--- config.mk ---
export PLATFORM = sky130hd
export DESIGN_NAME = io_port_bank
export DESIGN_NICKNAME = d
export VERILOG_FILES = /design/src/rtl/io_port_pkg.sv /design/src/rtl/switch_debounce.sv /design/src/rtl/io_port_bank.sv
export SDC_FILE = /design/constraint.sdc
export NUM_CORES = 1
export LEC_CHECK = 0
export BUFFER_PORTS_ARGS = -buffer_cell sky130_fd_sc_hd__buf_2
export CORE_MARGIN = 10
export CORE_UTILIZATION = 46
export CTS_CLUSTER_DIAMETER = 100
export DETAILED_ROUTE_END_ITERATION = 8
export HOLD_SLACK_MARGIN = 0.06
export PLACE_DENSITY = 0.74
export SYNTH_ARGS = -nofsm -noshare
export SYNTH_HDL_FRONTEND = slang
export SYNTH_HIERARCHICAL = 1
export SYNTH_SLANG_ARGS = --single-unit
--- constraint.sdc ---
create_clock -name clk -period 3.82 [get_ports clk]
set_input_delay 0.382 -clock clk [delete_from_list [all_inputs] [get_ports clk]]
set_output_delay 0.382 -clock clk [all_outputs]
set_load 0.02 [all_outputs]
--- src/rtl/io_port_pkg.sv ---
// Shared definitions for the IO port bank: bus width and register addresses.
package io_port_pkg;

    localparam int BUS_W = 32;

    localparam logic [1:0] ADDR_SW_STATE = 2'd0;
    localparam logic [1:0] ADDR_LED      = 2'd1;
    localparam logic [1:0] ADDR_CHANGE   = 2'd2;
    localparam logic [1:0] ADDR_IRQ_EN   = 2'd3;

endpackage

--- src/rtl/switch_debounce.sv ---
// One switch channel: multi-flop synchroniser followed by a persistence-count debouncer.
module switch_debounce #(
    parameter int SYNC_STAGES     = 2,
    parameter int DEBOUNCE_CYCLES = 4
) (
    input  logic clk,
    input  logic reset,
    input  logic raw_i,
    output logic stable_o,
    output logic toggle_o
);

    localparam int CNT_W = (DEBOUNCE_CYCLES > 1) ? $clog2(DEBOUNCE_CYCLES) : 1;
    localparam logic [CNT_W-1:0] CNT_LAST = CNT_W'(DEBOUNCE_CYCLES - 1);

    logic [SYNC_STAGES-1:0] sync_q, sync_d;
    logic                   stable_q, stable_d;
    logic [CNT_W-1:0]       cnt_q, cnt_d;
    logic                   sync_s;
    logic                   load_s;

    // Shift the synchroniser, count while the synced level disagrees, load on terminal count.
    always_comb begin
        sync_d   = {sync_q[SYNC_STAGES-2:0], raw_i};
        sync_s   = sync_q[SYNC_STAGES-1];
        stable_d = stable_q;
        cnt_d    = '0;
        load_s   = 1'b0;
        if (sync_s != stable_q) begin
            if (cnt_q == CNT_LAST) begin
                load_s   = 1'b1;
                stable_d = sync_s;
                cnt_d    = '0;
            end else begin
                cnt_d = cnt_q + CNT_W'(1);
            end
        end else begin
            cnt_d = '0;
        end
    end

    // State registers.
    always_ff @(posedge clk or posedge reset) begin
        if (reset) begin
            sync_q   <= '0;
            stable_q <= 1'b0;
            cnt_q    <= '0;
        end else begin
            sync_q   <= sync_d;
            stable_q <= stable_d;
            cnt_q    <= cnt_d;
        end
    end

    // toggle_o marks the edge on which stable_o is about to flip.
    assign stable_o = stable_q;
    assign toggle_o = load_s;

endmodule

--- src/rtl/io_port_bank.sv ---
// Debounced switch inputs, LED outputs and change-interrupt logic behind a small register bus.
module io_port_bank
    import io_port_pkg::*;
#(
    parameter int SW_WIDTH        = 16,
    parameter int LED_WIDTH       = 16,
    parameter int SYNC_STAGES     = 2,
    parameter int DEBOUNCE_CYCLES = 4
) (
    input  logic                 clk,
    input  logic                 reset,
    input  logic [SW_WIDTH-1:0]  switches,
    output logic [LED_WIDTH-1:0] led,
    input  logic [1:0]           bus_addr,
    input  logic                 bus_wr_en,
    input  logic [BUS_W-1:0]     bus_wdata,
    input  logic                 bus_rd_en,
    output logic [BUS_W-1:0]     bus_rdata,
    output logic                 bus_rdata_valid,
    output logic                 irq
);

    logic [SW_WIDTH-1:0]  sw_stable_s;
    logic [SW_WIDTH-1:0]  sw_toggle_s;
    logic [LED_WIDTH-1:0] led_q, led_d;
    logic [SW_WIDTH-1:0]  change_q, change_d;
    logic [SW_WIDTH-1:0]  irq_en_q, irq_en_d;
    logic [BUS_W-1:0]     rdata_q, rdata_d;
    logic                 rvalid_q, rvalid_d;
    logic                 irq_q, irq_d;
    logic                 unused_wdata_s;

    for (genvar i = 0; i < SW_WIDTH; i++) begin : g_sw
        switch_debounce #(
            .SYNC_STAGES     (SYNC_STAGES),
            .DEBOUNCE_CYCLES (DEBOUNCE_CYCLES)
        ) u_debounce (
            .clk      (clk),
            .reset    (reset),
            .raw_i    (switches[i]),
            .stable_o (sw_stable_s[i]),
            .toggle_o (sw_toggle_s[i])
        );
    end

    // Register writes, change capture (set beats clear) and the read-data pipeline.
    always_comb begin
        led_d    = led_q;
        irq_en_d = irq_en_q;
        change_d = change_q;
        rdata_d  = '0;
        rvalid_d = 1'b0;

        if (bus_wr_en) begin
            case (bus_addr)
                ADDR_LED:    led_d    = bus_wdata[LED_WIDTH-1:0];
                ADDR_CHANGE: change_d = change_q & ~bus_wdata[SW_WIDTH-1:0];
                ADDR_IRQ_EN: irq_en_d = bus_wdata[SW_WIDTH-1:0];
                default:     led_d    = led_q;
            endcase
        end else begin
            led_d = led_q;
        end
        change_d = change_d | sw_toggle_s;

        // Reads sample the pre-edge register values, so a same-cycle write or set is not visible.
        if (bus_rd_en) begin
            rvalid_d = 1'b1;
            case (bus_addr)
                ADDR_SW_STATE: rdata_d[SW_WIDTH-1:0]  = sw_stable_s;
                ADDR_LED:      rdata_d[LED_WIDTH-1:0] = led_q;
                ADDR_CHANGE:   rdata_d[SW_WIDTH-1:0]  = change_q;
                ADDR_IRQ_EN:   rdata_d[SW_WIDTH-1:0]  = irq_en_q;
                default:       rdata_d = '0;
            endcase
        end else begin
            rvalid_d = 1'b0;
        end

        irq_d = |(change_q & irq_en_q);
    end

    // Register state.
    always_ff @(posedge clk or posedge reset) begin
        if (reset) begin
            led_q    <= '0;
            change_q <= '0;
            irq_en_q <= '0;
            rdata_q  <= '0;
            rvalid_q <= 1'b0;
            irq_q    <= 1'b0;
        end else begin
            led_q    <= led_d;
            change_q <= change_d;
            irq_en_q <= irq_en_d;
            rdata_q  <= rdata_d;
            rvalid_q <= rvalid_d;
            irq_q    <= irq_d;
        end
    end

    assign unused_wdata_s  = ^bus_wdata;
    assign led             = led_q;
    assign bus_rdata       = rdata_q;
    assign bus_rdata_valid = rvalid_q;
    assign irq             = irq_q;

endmodule
==> results.sh <==
export IMPL_synth_top_area_cell="dfrtp_1"
export IMPL_routabilityCongestion=0.7314
export IMPL_wire_length_of_the_first_global_routing_pass_mm=19.94
export IMPL_detailedPlacementHpwl_mm=8.475
export IMPL_max_cap_viols=0
export IMPL_final_period_minus_worst_setup_slack_ps=1516
export IMPL_postSynthCellCount=393
export IMPL_worst_hold_path_endpoint="g_sw[15].u_debounce/sync_q[0]"
export IMPL_post_synth_xor_area_fraction=0.02320
export IMPL_dieWidth_um=134.6
export IMPL_fp_row_count=41
export IMPL_outcome="finished, final reports clean"
export IMPL_final_cell_count_no_fill=672
export IMPL_muxShareOfSynthArea=0.1603
export IMPL_gr_usage_all_layers=0.1436
export IMPL_postRouteWirelength_mm=12.12
export IMPL_yosysWarnings=6
export IMPL_clock_fmax_mhz=659.7
export IMPL_postCtsResizedCells=0
export IMPL_globalRouteOverflowTotal=0
export IMPL_timing_reg2reg_setup_slack_ps=2550
export IMPL_clockRootBuffer="clkbuf_16"
export IMPL_crit_arrival_ps=1820
export IMPL_hp_class="input port to flip-flop"
export IMPL_crit_reg2reg_capture="irq"
export IMPL_timing_worst_slew_pin_value_ps=689.4
export IMPL_drt_iter0_drc=238
export IMPL_synth_largest_type_area_fraction=0.6048
export IMPL_coreArea_um2=12720
export IMPL_placedInstanceArea_um2=6469
export IMPL_fill_cells=1069
export IMPL_h_tree_depth=4
export IMPL_synthSimpleGateAreaFrac=0.1017
export IMPL_antenna_violations_before_repair=0
export IMPL_numClockSinks=146
export IMPL_synth_seq_area_share=0.6048
export IMPL_numPlacedInstances=627
export IMPL_overall_die_area_um2=18120
export IMPL_setup_violations=0
export IMPL_crit_type="input port to flip-flop"
export IMPL_insertion_delay_of_the_later_clocked_pin_in_the_worst_skew_pair_ps=420
export IMPL_synthesis_area_um2=6041
export IMPL_combinational_family_with_the_most_area_after_synthesis="multiplexers"
export IMPL_ys_types=25
export IMPL_die_h_um=134.6
export IMPL_fraction_of_the_mapped_netlist_area_in_compound_gates=0.03148
export IMPL_io_pins=104
export IMPL_hold_path_startpoint="switches[15]"
export IMPL_endpoint_kind="flip-flop"
export IMPL_yosys_area_share_adder=0.03314
export IMPL_pleak_nw=3.605
export IMPL_cp_required_ps=4130
export IMPL_whs_path_depth=1
export IMPL_drc=0
export IMPL_drv_slew=0
export IMPL_worst_r2r_cell_count=3
export IMPL_setup_tns_ps=0
export IMPL_slew_headroom=0.5404
export IMPL_post_drt_wl_per_cell_um=18.03
export IMPL_synth_top_cells_by_area="dfrtp_1 60%, and2_1 5.0%, mux2_2 3.9%, mux4_1 3.5%, ha_1 3.3%"
export IMPL_number_of_global_route_vias_before_repair=3806
export IMPL_worst_ir_drop_vdd_uv=415.1
export IMPL_cts_hold_fix_buffers=14
export IMPL_antenna_violating_nets_post_route=0
export IMPL_detail_route_vias_per_cell=5.016
export IMPL_drive_above_1_share=0.3200
export IMPL_finalHoldViolCount=0
export IMPL_fin_worst_skew_ps=7.473
export IMPL_antenna_diode_count=0
export IMPL_initial_standard_cell_utilization_of_the_core=0.4748
export IMPL_post_synth_cell_area_avg_um2=15.37
export IMPL_tritoncts_num_buffers=17
export IMPL_power_density_nw_per_um2=704.6
export IMPL_clk_pin_slew_worst_paths_ps=60
export IMPL_final_design_area_no_fill_um2=7233
export IMPL_tritoncts="built"
export IMPL_cts_setup_buffers=0
export IMPL_syn_to_final_growth_pct=19.74
export IMPL_ffs_latches_synth=146
export IMPL_post_route_period_util=0.3968
export IMPL_kind_of_start_point_of_the_critical_path="input port"
export IMPL_drt_first_pass_iters=5
export IMPL_route_vias_total=3371
export IMPL_nNetsFinal=558
export IMPL_clk_path_buf_depth=2
export IMPL_grt_start_max_net_pins=42
export IMPL_timing_critical_path_fanout_max=19
export IMPL_rsz0062_at_grt="false"
export IMPL_worst_r2r_startpoint="change_q[12]"
export IMPL_quantity_of_i_o_buffers_inserted_on_ports=71
cell families after synthesis:
| group | Yosys count |
|---|---|
| flops | 146 |
| mux | 64 |
| buf+inv | 42 |
| xor+xnor | 16 |
| compound gates | 24 |
| fa+ha+maj | 16 |
| other cells | 1 |
| simple gates | 84 |
cell usage in the layout, fill, tap and decap left out, types with 3 or more instances in the layout:
| cell | count |
|---|---|
| buf_2 | 71 |
| xor2_1 | 16 |
| mux2_2 | 21 |
| ha_1 | 16 |
| dlygate4sd3_1 | 14 |
| inv_1 | 16 |
| a221oi_1 | 4 |
| conb_1 | 16 |
| clkbuf_8 | 5 |
| mux4_1 | 8 |
| bufinv_16 | 3 |
| nor3b_2 | 16 |
| mux2_4 | 10 |
| a22o_1 | 4 |
| mux2_1 | 17 |
| and2_1 | 48 |
| clkbuf_16 | 17 |
| a21o_1 | 16 |
| dfrtp_1 | 146 |
| mux4_2 | 8 |
| nand2_1 | 16 |
metal layers:
layer	track usage	part of all wire
met5	0	0
met4	0.05079	0.0091
met3	0.05527	0.057
met2	0.2249	0.49
met1	0.1776	0.45
where the power goes:
| group | total [mW] | internal, mW | leakage, nW | switching (mW) |
|---|---|---|---|---|
| sequential | 2.27 | 1.98 | 1.78 | 0.296 |
| clock | 1.73 | 1.11 | 0.299 | 0.613 |
| combinational | 1.10 | 0.606 | 1.52 | 0.494 |
| total | 5.10 | 3.69 | 3.61 | 1.40 |
worst max path at each step:
stage | slack (ps) | to | from
CTS | 2280 | change_q[8] | bus_addr[1]
detailed placement | 1850 | change_q[2] | bus_addr[1]
floorplan | 1780 | bus_rdata[0] | reset
global placement | 1890 | change_q[9] | bus_addr[1]
global route | 2190 | change_q[9] | bus_addr[1]
finish | 2300 | change_q[8] | bus_addr[1]
metrics by stage:
step	utilization	hold WS (ps)	power, mW	worst slack (ps)
3_3_place_gp	0.5085	332.3	3.308	1894
2_1_floorplan	-	160.5	3.061	1783
4_1_cts	0.5685	71.19	5.170	2285
6_report	0.5685	91.08	5.097	2304
5_1_grt	0.5685	65.45	5.396	2192
3_5_place_dp	0.5085	335.6	3.397	1853
sequential cells by signal (all words and copies together) (netlist names):
name,flops
change_q,16
g_sw.u_debounce/cnt_q,32
g_sw.u_debounce/sync_q,32
g_sw.u_debounce/stable_o,16
bus_rdata_valid,1
irq_en_q,16
bus_rdata,16
irq,1
led,16
layout make-up:
cell class | count | area [um2] | area share
multi-input cells | 220 | 2173 | 0.3005
clock inverters | 7 | 122.6 | 0.01695
clock buffers | 24 | 501.7 | 0.06937
inverters | 17 | 63.81 | 0.008822
well taps | 172 | 215.2 | 0.02975
flip-flops and latches | 146 | 3654 | 0.5051
repair buffers | 86 | 503.0 | 0.06954
cells in the mapped netlist, drive strengths merged:
library cell	instances
a21o	16
a221oi	4
a22o	4
and2	48
and3b	1
buf	24
clkbuf	1
conb	1
dfrtp	146
ha	16
inv	17
mux2	48
mux4	16
nand2	16
nand3	1
nand3b	1
nand4	1
nor3b	16
xor2	16
worst max-delay path, stage by stage:
cell     delay [ps]
buf_2           530
and3b_2         600
nand2_1         100
a21o_1          200
Power figures use the tool's default switching activity.
